**src/rtl/regfile_mp.sv**
```systemverilog
// regfile_mp: multi-port register file with two write ports, NUM_RD
// combinational read ports, optional hardwired-zero entry 0, optional
// same-cycle write-to-read bypass, and a clear sweep that zeroes every entry
// after reset or on request so no entry is ever read back undefined.
module regfile_mp #(
  parameter int DATA_W   = 32,
  parameter int ADDR_W   = 5,
  parameter int NUM_RD   = 2,
  parameter int ZERO_REG = 1,
  parameter int BYPASS   = 1
) (
  input  logic                     clk,
  input  logic                     rst,
  input  logic                     clr,
  output logic                     ready,
  input  logic                     we0,
  input  logic [ADDR_W-1:0]        wa0,
  input  logic [DATA_W-1:0]        wd0,
  input  logic                     we1,
  input  logic [ADDR_W-1:0]        wa1,
  input  logic [DATA_W-1:0]        wd1,
  input  logic [NUM_RD*ADDR_W-1:0] ra,
  output logic [NUM_RD*DATA_W-1:0] rd
);

  localparam int DEPTH = 2 ** ADDR_W;
  localparam logic [ADDR_W-1:0] ADDR_ZERO = {ADDR_W{1'b0}};
  localparam logic [ADDR_W-1:0] ADDR_LAST = {ADDR_W{1'b1}};
  localparam logic [ADDR_W-1:0] ADDR_ONE  = {{(ADDR_W-1){1'b0}}, 1'b1};
  localparam logic [DATA_W-1:0] DATA_ZERO = {DATA_W{1'b0}};
  localparam bit ZERO_EN = ZERO_REG[0];
  localparam bit BYP_EN  = BYPASS[0];

  typedef enum logic [0:0] {
    ST_CLEAR = 1'b0,
    ST_READY = 1'b1
  } state_t;

  state_t              state_r;
  state_t              state_nxt_s;
  logic [ADDR_W-1:0]   cnt_r;
  logic [ADDR_W-1:0]   cnt_nxt_s;
  logic                ready_r;
  logic [DATA_W-1:0]   mem_r [DEPTH];

  logic                active_s;
  logic                sweep_we_s;
  logic                wr0_s;
  logic                wr1_s;
  logic                byp_s;
  logic [NUM_RD*DATA_W-1:0] rd_s;

  // Next-state and clear-counter logic of the sweep sequencer.
  always_comb begin
    state_nxt_s = state_r;
    cnt_nxt_s   = cnt_r;
    case (state_r)
      ST_CLEAR: begin
        // Counter wraps naturally after the last entry; that wrap ends the sweep.
        cnt_nxt_s = cnt_r + ADDR_ONE;
        if (cnt_r == ADDR_LAST) begin
          state_nxt_s = ST_READY;
        end else begin
          state_nxt_s = ST_CLEAR;
        end
      end
      ST_READY: begin
        if (clr) begin
          state_nxt_s = ST_CLEAR;
          cnt_nxt_s   = ADDR_ZERO;
        end else begin
          state_nxt_s = ST_READY;
          cnt_nxt_s   = cnt_r;
        end
      end
      default: begin
        state_nxt_s = ST_CLEAR;
        cnt_nxt_s   = ADDR_ZERO;
      end
    endcase
  end

  // Sequencer state, clear counter and registered ready flag.
  always_ff @(posedge clk) begin
    if (rst) begin
      state_r <= ST_CLEAR;
      cnt_r   <= ADDR_ZERO;
      ready_r <= 1'b0;
    end else begin
      state_r <= state_nxt_s;
      cnt_r   <= cnt_nxt_s;
      ready_r <= (state_nxt_s == ST_READY);
    end
  end

  // Write qualification: user writes only in READY without a clear request;
  // entry 0 is never written when it is hardwired to zero.
  always_comb begin
    active_s   = (state_r == ST_READY) && !clr;
    sweep_we_s = (state_r == ST_CLEAR);
    wr0_s      = active_s && we0 && !(ZERO_EN && (wa0 == ADDR_ZERO));
    wr1_s      = active_s && we1 && !(ZERO_EN && (wa1 == ADDR_ZERO));
    byp_s      = BYP_EN && active_s;
  end

  // Storage array; port 1 is written last so it wins an address collision.
  always_ff @(posedge clk) begin
    if (sweep_we_s) begin
      mem_r[cnt_r] <= DATA_ZERO;
    end else begin
      if (wr0_s) begin
        mem_r[wa0] <= wd0;
      end
      if (wr1_s) begin
        mem_r[wa1] <= wd1;
      end
    end
  end

  // Combinational read ports with zero-entry, clear masking and bypass.
  always_comb begin
    logic [ADDR_W-1:0] a_s;
    rd_s = {(NUM_RD*DATA_W){1'b0}};
    a_s  = ADDR_ZERO;
    for (int i = 0; i < NUM_RD; i++) begin
      a_s = ra[i*ADDR_W +: ADDR_W];
      if (ZERO_EN && (a_s == ADDR_ZERO)) begin
        rd_s[i*DATA_W +: DATA_W] = DATA_ZERO;
      end else if (state_r != ST_READY) begin
        rd_s[i*DATA_W +: DATA_W] = DATA_ZERO;
      end else if (byp_s && we1 && (wa1 == a_s)) begin
        rd_s[i*DATA_W +: DATA_W] = wd1;
      end else if (byp_s && we0 && (wa0 == a_s)) begin
        rd_s[i*DATA_W +: DATA_W] = wd0;
      end else begin
        rd_s[i*DATA_W +: DATA_W] = mem_r[a_s];
      end
    end
  end

  assign ready = ready_r;
  assign rd    = rd_s;

endmodule
```
**config.mk**
```make
export PLATFORM = sky130hd
export DESIGN_NAME = regfile_mp
export DESIGN_NICKNAME = d
export VERILOG_FILES = /design/src/rtl/regfile_mp.sv
export SDC_FILE = /design/constraint.sdc
export NUM_CORES = 2
export LEC_CHECK = 0
export ABC_AREA = 1
export ABC_CLOCK_PERIOD_IN_PS = 5400
export CAP_MARGIN = 20
export CORE_MARGIN = 4
export CORE_UTILIZATION = 30
export CTS_CLUSTER_SIZE = 28
export DETAILED_ROUTE_END_ITERATION = 8
export GPL_ROUTABILITY_DRIVEN = 1
export HOLD_SLACK_MARGIN = 0.15
export PLACE_DENSITY = 0.52
export SYNTH_ARGS = -nofsm -noshare
export SYNTH_HDL_FRONTEND = slang
export SYNTH_SLANG_ARGS = --single-unit
```
**constraint.sdc**
```tcl
create_clock -name clk -period 5.4 [get_ports clk]
set_clock_uncertainty 0.1 [all_clocks]
set_input_delay 1.08 -clock clk [delete_from_list [all_inputs] [get_ports clk]]
set_output_delay 1.08 -clock clk [all_outputs]
set_load 0.02 [all_outputs]
```
==> impl_metrics.ini <==
[outcome]
outcome = finished, final reports clean

[setup_path]
critPathKind = in2out
r2r_end = mem_r[25][17]
endpoint_kind = primary output
rr_startpoint = ready
start_kind = input pin
worstPathMaxFanout = 64
startpoint = clr
r2r_setup_slack_ns = 1.27
arrival_ns = 4.08
crit_end = rd[53]
reg2reg_depth = 10
worstPathRequired_ns = 4.22

[power]
ir_drop_mv = 0.2804
p_per_area_mw_per_mm2 = 250.5
p_sw_mw = 5.374
swShare = 0.2771
p_total_mw = 19.39
p_comb_frac = 0.125
power.internal_mw = 14.02
p_clk_frac = 0.423
leakagePower_nw = 31.82
p_seq_frac = 0.452

[grt]
grt_usage = 0.2683
grt_busiest_layer = met2
grt_use_met3 = 0.04991
grt_pass1_wl_um = 455700
first_global_vias = 63060
grt_antenna_before_repair = 14
grt_use_met1 = 0.3256
grt_max_degree = 98
grt-ovfl-total = 0
grtUsageMet2 = 0.4351

[sta]
max_freq_mhz = 190.3
period_share = 0.9732
finalHoldViolCount = 0
rsz0062_at_grt = no
period_needed_ns = 5.255
tightest_slew_ns = 1.162
slew_headroom = 0.2251
setup_viol = 0
fin_tns_setup_ns = 0
slew_violations = 0

[die]
die_x_um = 482.5
initial_core_util = 0.3027
core_area_mm2 = 0.2232
die_h_um = 482.5
io_pins = 154
dieArea_mm2 = 0.2328
rows = 173

[detailed_routing]
wl_um = 323000
antenna_left = 0
vias = 67680
firstDrtPassIters = 8
drt_iter0_markers = 9302
via_per_inst = 5.513
wire_per_inst_um = 26.31
remaining_drc_errors = 0

[clocking]
cts_made_buffers = 118
clk_pin_slew_worst_paths_ns = 0.05
clk-insertion-delay-late_ns = 0.78
cts_setup_buffers = 0
ctsResizeCount = 0
h-tree-depth = 3
cts_hold_buffers = 0
cts.sinks = 1030
cts_root_buffer = clkbuf_16
cts_buffer_depth = 3
tritoncts = yes

[final_layout]
fillers = 23050
syn2layout_area_growth_pct = 14.59
fin_nets = 9288
utilization = 0.3468
drive_gt1_frac = 0.07390
design_area_mm2 = 0.07741

[place]
port_buffers = 153
dp_hpwl_um = 194000
place.gp.congestion = 0.9098
dpl_cell_area_mm2 = 0.07348

[logic_synthesis]
syn_area_mm2 = 0.06755
yosysUniqueCellTypes = 39
syn_area_per_cell_um2 = 7.142
synth_compound_area_frac = 0.09486
synth_top_family_by_area = simple AND/OR/NAND/NOR gates
ys_ff_latch = 1030
ys_seq_area_frac = 0.4570
synth_nets = 9549
synth-simple-area-share = 0.3296
synth_xor_area_frac = 0.0007780
synth.mux.area_fraction = 0
yosys_warnings = 0
syn_inst = 9458
yosys.area_share.adder = 0.0003705

[job]
max_cap_violations = 0

[min_path]
hp-class = reg2reg
min_from = cnt_r[1]
through the flow:
stage          hold slack (ns)  instances  setup slack, ns
2_1_floorplan           0.3362       9458           0.4505
6_report                0.4178      12280           0.1448
5_1_grt                 0.4311      12280          0.06450
3_3_place_gp            0.4003      12040           0.1073
3_5_place_dp            0.4059      12050           0.1184
4_1_cts                 0.4179      12270           0.1022
logic make-up (layout without fill, tap and decap cells):
logic type | Yosys count | in the layout
simple gates | 5205 | 5205
buf+inv | 1972 | 1810
compound gates | 1243 | 1243
flops | 1030 | 1030
xor+xnor | 6 | 6
fa+ha+maj | 2 | 2
other cells | 0 | 6
synth_stat cells, drive strengths merged:
library cell	n	area [µm²]
a211oi	1	7.510
a21oi	73	365.4
a31o	1	8.760
buf	360	1871
clkbuf	529	1989
clkinv	4	15.01
dfxtp	6	120.1
edfxtp	1024	30750
ha	2	25.02
inv	1079	4053
nand2	3004	11300
nand3	1944	9729
nand4	6	37.54
nor2	203	865.8
nor2b	2	12.51
nor3	8	51.30
nor4	5	67.56
o211ai	64	480.5
o21a	1	7.510
o21ai	1101	5525
o22ai	2	12.51
or2	33	206.5
xnor2	1	8.760
xor2	5	43.79
power groups by stage:
stage	logic [mW]	clock network, mW	registers, mW
CTS	2.34	8.27	8.77
global route	2.54	8.58	8.77
floorplan	1.29	0	8.94
detailed placement	2.33	0	8.94
global placement	2.31	0	8.94
finish	2.42	8.20	8.77
layout make-up:
cell class	instances	area, µm²	share of cell area
multi-input combinational	6456	29460	0.3806
sequential	1030	30870	0.3988
timing repair buffer	508	5465	0.07061
clock inverter	67	659.4	0.008519
inverter	1083	4113	0.05313
tap	2975	3722	0.04809
clock buffer	152	3100	0.04005
antenna	6	15.01	0.0001940
layer usage:
metal	share of wire	routed length (µm)	up-vias
li1	-	-	30460
met5	0.00018	59	-
met3	0.10	33370	1088
met2	0.46	147500	4413
met4	0.077	24830	8
met1	0.36	117200	31720
sequential cells by signal, indices dropped and copies added (netlist names):
signal,flops
mem_r,1024
cnt_r,5
ready,1
worst max-delay path: stages:
cell	delay (ns)
clkdlybuf4s50_1	0.68
nor2_8	0.14
nand2_2	0.13
nor3_1	0.08
nand3_4	0.09
buf_12	0.42
nand3_1	0.43
a21oi_1	0.33
clkdlybuf4s50_1	0.65
worst min-delay path by stage:
stage	to	cells past startpoint
final	cnt_r[1]	2
after global placement	cnt_r[2]	2
after floorplan	cnt_r[3]	1
after CTS	cnt_r[2]	2
after global routing	cnt_r[3]	1
after detailed placement	cnt_r[2]	2
placed cells by master, fill, tap and decap left out, types with 3 or more instances in the layout:
master,n
nand2_1,2987
nand3_1,1927
inv_1,1071
edfxtp_1,1024
o21ai_0,839
buf_4,268
o21ai_1,227
nor2_1,168
clkdlybuf4s50_1,133
clkbuf_16,118
buf_12,91
a21oi_1,73
o211ai_1,64
or2_2,33
o21ai_4,32
clkbuf_1,32
clkinv_1,30
nor2_2,27
nand3_4,17
nand2_4,16
clkinv_2,16
bufinv_16,12
inv_6,8
nor2_4,7
nor3_1,7
buf_16,7
diode_2,6
nand4_1,6
dfxtp_1,6
xor2_1,5
buf_8,5
inv_8,4
inv_4,3
inv_2,3
o21ai_2,3
(Power assumes the default switching activity.)
